## src/rtl/acc_core_mc_if.sv

```systemverilog
// Memory bus between acc_core_mc and its external single-port memory.
// The core drives req/we/addr/wdata; the memory answers with ack/rdata.
interface acc_core_mc_if #(
   parameter int DATA_W = 8,
   parameter int ADDR_W = 5
);
   logic              mem_req;
   logic              mem_we;
   logic [ADDR_W-1:0] mem_addr;
   logic [DATA_W-1:0] mem_wdata;
   logic [DATA_W-1:0] mem_rdata;
   logic              mem_ack;

   modport master (
      output mem_req, mem_we, mem_addr, mem_wdata,
      input  mem_rdata, mem_ack
   );

   modport slave (
      input  mem_req, mem_we, mem_addr, mem_wdata,
      output mem_rdata, mem_ack
   );
endinterface

```

## src/rtl/acc_core_mc.sv

```systemverilog
// acc_core_mc: parametrised multi-cycle accumulator core.
// Instruction word = {opcode[2:0], ..., oper[ADDR_W-1:0]}.
// Every memory state spends one cycle raising the request and then waits
// for ack, so a zero-wait access costs two cycles.
// Optional macro ACC_CORE_RETIRE_CNT_EN enables the 32-bit retired counter;
// without it, retired is tied to zero.
module acc_core_mc #(
   parameter int                DATA_W   = 8,
   parameter int                ADDR_W   = 5,
   parameter logic [ADDR_W-1:0] RESET_PC = {ADDR_W{1'b0}}
) (
   input  logic                clk,
   input  logic                rst,
   acc_core_mc_if.master       mem,
   input  logic                resume,
   output logic [ADDR_W-1:0]   pc,
   output logic [DATA_W-1:0]   acc,
   output logic                zero,
   output logic                halted,
   output logic [31:0]         retired
);

   typedef enum logic [2:0] {
      S_FETCH  = 3'd0,
      S_DECODE = 3'd1,
      S_READ   = 3'd2,
      S_WRITE  = 3'd3,
      S_HALT   = 3'd4
   } state_t;

   localparam logic [2:0] OP_HLT = 3'd0;
   localparam logic [2:0] OP_SKZ = 3'd1;
   localparam logic [2:0] OP_ADD = 3'd2;
   localparam logic [2:0] OP_AND = 3'd3;
   localparam logic [2:0] OP_XOR = 3'd4;
   localparam logic [2:0] OP_LDA = 3'd5;
   localparam logic [2:0] OP_STO = 3'd6;
   localparam logic [2:0] OP_JMP = 3'd7;

   localparam logic [ADDR_W-1:0] PC_ONE = {{(ADDR_W-1){1'b0}}, 1'b1};

   state_t            state_r, state_s;
   logic [ADDR_W-1:0] pc_r, pc_s;
   logic [DATA_W-1:0] acc_r, acc_s;
   logic [2:0]        op_r, op_s;
   logic [ADDR_W-1:0] oper_r, oper_s;
   logic              req_r, req_s;
   logic              we_r, we_s;
   logic [ADDR_W-1:0] addr_r, addr_s;
   logic [DATA_W-1:0] wdata_r, wdata_s;
   logic              halted_r;

   // Controller state register
   always_ff @(posedge clk or posedge rst) begin
      if (rst) begin
         state_r <= S_FETCH;
      end else begin
         state_r <= state_s;
      end
   end

   // Next-state, datapath and bus request decisions
   always_comb begin
      state_s = state_r;
      pc_s    = pc_r;
      acc_s   = acc_r;
      op_s    = op_r;
      oper_s  = oper_r;
      req_s   = req_r;
      we_s    = we_r;
      addr_s  = addr_r;
      wdata_s = wdata_r;
      case (state_r)
         S_FETCH: begin
            if (!req_r) begin
               req_s  = 1'b1;
               we_s   = 1'b0;
               addr_s = pc_r;
            end else if (mem.mem_ack) begin
               op_s    = mem.mem_rdata[DATA_W-1 -: 3];
               oper_s  = mem.mem_rdata[ADDR_W-1:0];
               pc_s    = pc_r + PC_ONE;
               req_s   = 1'b0;
               state_s = S_DECODE;
            end else begin
               state_s = S_FETCH;
            end
         end
         S_DECODE: begin
            case (op_r)
               OP_HLT: state_s = S_HALT;
               OP_SKZ: begin
                  if (acc_r == {DATA_W{1'b0}}) begin
                     pc_s = pc_r + PC_ONE;
                  end else begin
                     pc_s = pc_r;
                  end
                  state_s = S_FETCH;
               end
               OP_JMP: begin
                  pc_s    = oper_r;
                  state_s = S_FETCH;
               end
               OP_STO:  state_s = S_WRITE;
               default: state_s = S_READ;
            endcase
         end
         S_READ: begin
            if (!req_r) begin
               req_s  = 1'b1;
               we_s   = 1'b0;
               addr_s = oper_r;
            end else if (mem.mem_ack) begin
               case (op_r)
                  OP_ADD:  acc_s = acc_r + mem.mem_rdata;
                  OP_AND:  acc_s = acc_r & mem.mem_rdata;
                  OP_XOR:  acc_s = acc_r ^ mem.mem_rdata;
                  OP_LDA:  acc_s = mem.mem_rdata;
                  default: acc_s = acc_r;
               endcase
               req_s   = 1'b0;
               state_s = S_FETCH;
            end else begin
               state_s = S_READ;
            end
         end
         S_WRITE: begin
            if (!req_r) begin
               req_s   = 1'b1;
               we_s    = 1'b1;
               addr_s  = oper_r;
               wdata_s = acc_r;
            end else if (mem.mem_ack) begin
               req_s   = 1'b0;
               state_s = S_FETCH;
            end else begin
               state_s = S_WRITE;
            end
         end
         S_HALT: begin
            if (resume) begin
               state_s = S_FETCH;
            end else begin
               state_s = S_HALT;
            end
         end
         default: state_s = S_FETCH;
      endcase
   end

   // Datapath and registered bus outputs
   always_ff @(posedge clk or posedge rst) begin
      if (rst) begin
         pc_r     <= RESET_PC;
         acc_r    <= {DATA_W{1'b0}};
         op_r     <= 3'd0;
         oper_r   <= {ADDR_W{1'b0}};
         req_r    <= 1'b0;
         we_r     <= 1'b0;
         addr_r   <= {ADDR_W{1'b0}};
         wdata_r  <= {DATA_W{1'b0}};
         halted_r <= 1'b0;
      end else begin
         pc_r     <= pc_s;
         acc_r    <= acc_s;
         op_r     <= op_s;
         oper_r   <= oper_s;
         req_r    <= req_s;
         we_r     <= we_s;
         addr_r   <= addr_s;
         wdata_r  <= wdata_s;
         halted_r <= (state_s == S_HALT);
      end
   end

`ifdef ACC_CORE_RETIRE_CNT_EN
   logic        retire_s;
   logic [31:0] retired_r;

   // An instruction retires when it hands control back to FETCH or enters HALT
   assign retire_s = ((state_r == S_DECODE) && ((state_s == S_FETCH) || (state_s == S_HALT))) ||
                     (((state_r == S_READ) || (state_r == S_WRITE)) && (state_s == S_FETCH));

   // Retired-instruction counter, wraps at 2^32
   always_ff @(posedge clk or posedge rst) begin
      if (rst) begin
         retired_r <= 32'd0;
      end else if (retire_s) begin
         retired_r <= retired_r + 32'd1;
      end else begin
         retired_r <= retired_r;
      end
   end

   assign retired = retired_r;
`else
   assign retired = 32'd0;
`endif

   assign mem.mem_req   = req_r;
   assign mem.mem_we    = we_r;
   assign mem.mem_addr  = addr_r;
   assign mem.mem_wdata = wdata_r;
   assign pc            = pc_r;
   assign acc           = acc_r;
   assign zero          = (acc_r == {DATA_W{1'b0}});
   assign halted        = halted_r;

endmodule

```

## src/flat_wrapper.sv

```systemverilog
// flat-port wrapper written by rule: the top's interface ports become plain ports
module acc_core_mc_flat 
#(
   parameter int                DATA_W   = 8,
   parameter int                ADDR_W   = 5,
   parameter logic [ADDR_W-1:0] RESET_PC = {ADDR_W{1'b0}}
)
  (clk, rst, resume, pc, acc, zero, halted, retired, mem_mem_req, mem_mem_we, mem_mem_addr, mem_mem_wdata, mem_mem_rdata, mem_mem_ack);
  acc_core_mc_if #(.DATA_W(DATA_W), .ADDR_W(ADDR_W)) mem_i ();
  input  logic clk;
  input  logic rst;
  input  logic resume;
  output logic [ADDR_W-1:0] pc;
  output logic [DATA_W-1:0] acc;
  output logic zero;
  output logic halted;
  output logic [31:0] retired;
  output wire logic [$bits(mem_i.mem_req)-1:0] mem_mem_req;
  output wire logic [$bits(mem_i.mem_we)-1:0] mem_mem_we;
  output wire logic [$bits(mem_i.mem_addr)-1:0] mem_mem_addr;
  output wire logic [$bits(mem_i.mem_wdata)-1:0] mem_mem_wdata;
  input wire logic [$bits(mem_i.mem_rdata)-1:0] mem_mem_rdata;
  input wire logic [$bits(mem_i.mem_ack)-1:0] mem_mem_ack;
  assign mem_mem_req = mem_i.mem_req;
  assign mem_mem_we = mem_i.mem_we;
  assign mem_mem_addr = mem_i.mem_addr;
  assign mem_mem_wdata = mem_i.mem_wdata;
  assign mem_i.mem_rdata = mem_mem_rdata;
  assign mem_i.mem_ack = mem_mem_ack;
  acc_core_mc #(.DATA_W(DATA_W), .ADDR_W(ADDR_W), .RESET_PC(RESET_PC)) u_core (.clk(clk), .rst(rst), .mem(mem_i), .resume(resume), .pc(pc), .acc(acc), .zero(zero), .halted(halted), .retired(retired));
endmodule
```

## config.mk

```make
export PLATFORM = sky130hd
export DESIGN_NAME = acc_core_mc_flat
export DESIGN_NICKNAME = d
export VERILOG_FILES = /design/src/rtl/acc_core_mc_if.sv /design/src/rtl/acc_core_mc.sv /design/src/flat_wrapper.sv
export SDC_FILE = /design/constraint.sdc
export NUM_CORES = 1
export LEC_CHECK = 0
export ABC_AREA = 0
export ABC_CLOCK_PERIOD_IN_PS = 2000
export CORE_MARGIN = 2
export CORE_UTILIZATION = 30
export CTS_BUF_LIST = sky130_fd_sc_hd__clkbuf_8 sky130_fd_sc_hd__clkbuf_16
export CTS_CLUSTER_SIZE = 8
export DETAILED_ROUTE_END_ITERATION = 6
export SYNTH_ARGS = -nofsm -noshare
export SYNTH_HDL_FRONTEND = slang
export SYNTH_SLANG_ARGS = --single-unit
export TNS_END_PERCENT = 100
```

## constraint.sdc

```tcl
create_clock -name clk -period 2 [get_ports clk]
set_clock_uncertainty 0.05 [all_clocks]
set_input_delay 0.2 -clock clk [delete_from_list [all_inputs] [get_ports clk]]
set_output_delay 0.2 -clock clk [all_outputs]
set_load 0.005 [all_outputs]
```

==> results summary <==
The flow ran to the end, and the final reports show no timing, DRC or antenna violations. The final critical-path required period is 1.91 ns. The horizontal die dimension came out at 96.5 um. The global placement routability congestion is 0.829.

Across all layers, the routed design uses 2041 vias. The initial antenna violation count came out at 0. The data required time at the worst endpoint came out at 2.14 ns. The number of global-route vias before repair is 2004. The area of the placeable core is 8260 sq um. The clock slew at the register clock pins of the worst setup and hold paths is 0.08 ns. The worst-case hold slack is 0.257 ns. Compared with the post-synthesis result, the final layout area differs by 29.5%.

The half-perimeter wire length of the detailed placement result is 4310 um. In this run the critical register-to-register path is launched from u_core.acc[2]. For this run, the register share of the synthesized area comes to 39.0%. Across all register-to-register paths, the minimum setup slack is 0.09 ns. Entering global routing, the biggest net connects 41 pins. The portion of the clock cycle consumed by the worst path in the final layout is 95.7%. Summing all flip-flop and latch instances after layout gives 1000 sq um. The post-synth design cell area came out at 2570 sq um. Cells with a size suffix above 1 make up 23.2% of the layout.

STA classifies the critical path endpoint as a flop. The data arrival time at the worst-slack endpoint came out at 2.06 ns. In this run the critical register-to-register path is captured at u_core.acc[6].

The number of different library cells in the post-synthesis netlist is 51. In this run the worst setup path begins at u_core.acc[2]. The mean post-synth cell area came out at 9.84 sq um. The root buffer cell is clkbuf_8. The setup path with the least slack is of type reg2reg. In the final routed layout, each cell accounts on average for 13.5 um. The ratio of total power to cell area is 1510 nW/um^2. The number of remaining DRC errors is 0. Based on the critical path, the design can be clocked at up to 522 MHz. The number of optimization iterations in the first detailed-route pass came out at 4. The transition time at the pin with the least slew margin is 0.541 ns. The total congestion overflow is 0. The antenna diode instance count came out at 0. Input and output buffers added on the ports amount to 41. The predominant post-synthesis flop cell is dfrtp_1.

In the global route stage, overall resource usage came out at 13.9%. In this run, the number of DRC markers left after iteration 0 of detailed routing was 52. The deepest level of the CTS H-tree is 2. The placement row count came out at 33. The post-detailed-route count of antenna-violating nets came out at 0.

The number of endpoints with negative hold slack in the final report came out at 0. The filler cell count in the final layout is 825. The sum of routed wire length over all layers is 5970 um.

The clock net in this run drives a total of 40 sinks. The vertical extent of the die came out at 96.5 um. The initial core utilization is 31.1%. The end of the critical path is u_core.acc[6]. The worst vdd rail ir drop came out at 0.000529 V.

The tightest min-delay check is of the in2async type. In this run the worst path has a maximum fanout of 4. TritonCTS built the clock tree.

The number of top-level pins is 74. The area enclosed by the die boundary is 9310 sq um. Counting flops and latches in the post-synthesis netlist gives 40. Summed over all failing endpoints, the final setup total negative slack is 0 ns. Setup repair after global routing left no endpoint under its margin. The number of slew-limit violations in the final report is 0. The worst slew margin relative to its limit is 63.9%. The mean number of vias per cell is 4.63. The number of max-cap violations came out at 0. The path depth of the worst reg2reg path came out at 7. The number of enable-type register cells in the synthesized netlist came out at 0.

For this run, asynchronously set or reset flops after synthesis account for 100%. At the later pin of the worst-skew pair, clock insertion delay measures 0.31 ns. In the final layout, the multi-input gates occupy 1370 sq um. The worst setup path is launched from a flop. Buffers inserted to repair hold after CTS numbered 0. The cell count after synthesis is 261.

The warning count from the yosys run came out at 0. The wire length of the first global-routing pass came out at 9780 um. The number of CTS-inserted buffers is 5. The net total in the final layout is 357. No sink is reached through more buffers than the 2 on the longest clock path. The leakage power total came out at 1.49 nW. The setup violation total in the final timing report is 0.
-- kinds of logic after synthesis --
family | count (synthesis) | share of synthesized area, %
AO/OA/AOI/OAI | 64 | 16.9
other | 1 | 0.146
AND/OR/NAND/NOR | 65 | 13.4
flip-flops | 40 | 39.0
XOR/XNOR | 6 | 2.05
multiplexers | 23 | 9.75
buffers and inverters | 52 | 13.5
adder cells (fa/ha/maj) | 10 | 5.17
-- cell type report --
type,count,share of cell area [%]
multi-input combinational,200,41.1
sequential,40,30.1
timing repair buffer,79,20.8
tap,105,3.95
clock buffer,6,2.48
inverter,9,1.02
clock inverter,2,0.451
-- registers in the layout (all words and copies together), names as in the netlist --
signal / cells
u_core.acc: 8
u_core.mem.mem_wdata: 8
u_core.mem.mem_addr: 5
u_core.oper_r: 5
u_core.pc: 5
u_core.op_r: 3
u_core.state_r: 3
u_core.halted: 1
u_core.mem.mem_req: 1
u_core.mem.mem_we: 1
-- metal layers --
layer / GRT usage (%) / vias to the layer above / part of all wire [%]
met5: 0 / - / 0
met4: 4.23 / 0 / 0.60
met2: 22.6 / 55 / 49
li1: - / 1018 / -
met1: 18.4 / 964 / 46
met3: 3.03 / 4 / 4.6
-- stage by stage --
stage	std cells	power (mW)	instance area [sq um]	setup WS [ns]	util [%]
floorplan	292	3.18	2680	0.123	-
global placement	429	4.25	3170	-0.259	38.3
detailed placement	429	4.32	3170	-0.329	38.3
CTS	440	5.02	3300	0.00395	40.0
global route	441	5.47	3330	0.000218	40.3
finish	441	5.01	3330	0.0855	40.3
-- where the power goes --
part / switching [mW] / total [mW] / internal, mW / leakage, nW
clock: 0.314 / 0.594 / 0.279 / 0.0434
combinational: 1.29 / 2.90 / 1.62 / 0.962
sequential: 0.337 / 1.52 / 1.18 / 0.486
-- worst max-delay path, cell delays in order (launching register included) --
cell and delay [ns]:
dfrtp_1 0.38, buf_4 0.15, ha_4 0.22, nor2b_2 0.15
o31a_1 0.29, a311oi_2 0.33, o31a_1 0.18, o31ai_1 0.06
-- worst min path at each step --
stage,depth (start not counted),end,startpoint,slack [ns]
2_1_floorplan,1,u_core.op_r[0],mem_mem_rdata[5],0.30
3_3_place_gp,1,u_core.oper_r[0],u_core.oper_r[0],0.44
3_5_place_dp,1,u_core.mem.mem_wdata[0],u_core.mem.mem_wdata[0],0.45
4_1_cts,3,u_core.op_r[0],rst,0.29
5_1_grt,3,u_core.mem.mem_wdata[4],rst,0.33
6_report,3,u_core.mem.mem_wdata[2],rst,0.26
-- cells in the mapped netlist (2+ instances only) --
| master | instances | area [sq um] |
|---|---|---|
| nand2_1 | 12 | 45.0 |
| mux2i_1 | 7 | 70.1 |
| a211o_1 | 3 | 26.3 |
| o31a_1 | 2 | 17.5 |
| ha_1 | 9 | 113 |
| o21ai_0 | 10 | 50.1 |
| inv_1 | 9 | 33.8 |
| xnor2_1 | 5 | 43.8 |
| a31oi_1 | 3 | 18.8 |
| nand3b_1 | 2 | 15.0 |
| nor4_1 | 2 | 12.5 |
| nand3_1 | 4 | 20.0 |
| o21ai_1 | 3 | 15.0 |
| nand2b_1 | 4 | 25.0 |
| buf_2 | 2 | 10.0 |
| and2_1 | 2 | 12.5 |
| buf_6 | 4 | 45.0 |
| a22oi_1 | 2 | 15.0 |
| a21oi_1 | 16 | 80.1 |
| o221ai_1 | 4 | 35.0 |
| o22ai_1 | 5 | 31.3 |
| nand4_1 | 2 | 12.5 |
| a211oi_1 | 3 | 22.5 |
| a21o_1 | 2 | 15.0 |
| buf_4 | 32 | 240 |
| nor2_1 | 22 | 82.6 |
| nor2b_1 | 5 | 31.3 |
| clkbuf_1 | 5 | 18.8 |
| o21ai_2 | 2 | 17.5 |
| o31ai_1 | 2 | 15.0 |
| mux2_2 | 16 | 180 |
| or3_1 | 2 | 12.5 |
| dfrtp_1 | 40 | 1000 |
-- repair_timing --
action                                  4_1_cts  5_1_grt
setup buffers                                 3        1
endpoints found under the hold margin         0        0
pin swaps                                     4        6
gates resized for setup                       6        6
endpoints found under the setup margin        3        5
-- cells in the final DEF, fill, tap and decap left out, drive strengths merged, types with 3 or more instances in the layout --
cell / instances
o21ai: 15
conb: 32
a31oi: 3
a211o: 3
mux2i: 7
nand2b: 4
inv: 9
a21oi: 17
ha: 9
nor2b: 5
clkbuf: 6
mux2: 16
clkdlybuf4s50: 39
buf: 38
and2: 3
o22ai: 5
a211oi: 3
o221ai: 4
nand3: 4
dfrtp: 40
nor2: 22
xnor2: 5
nand2: 12
No activity file was read; power rests on OpenSTA's default activity.
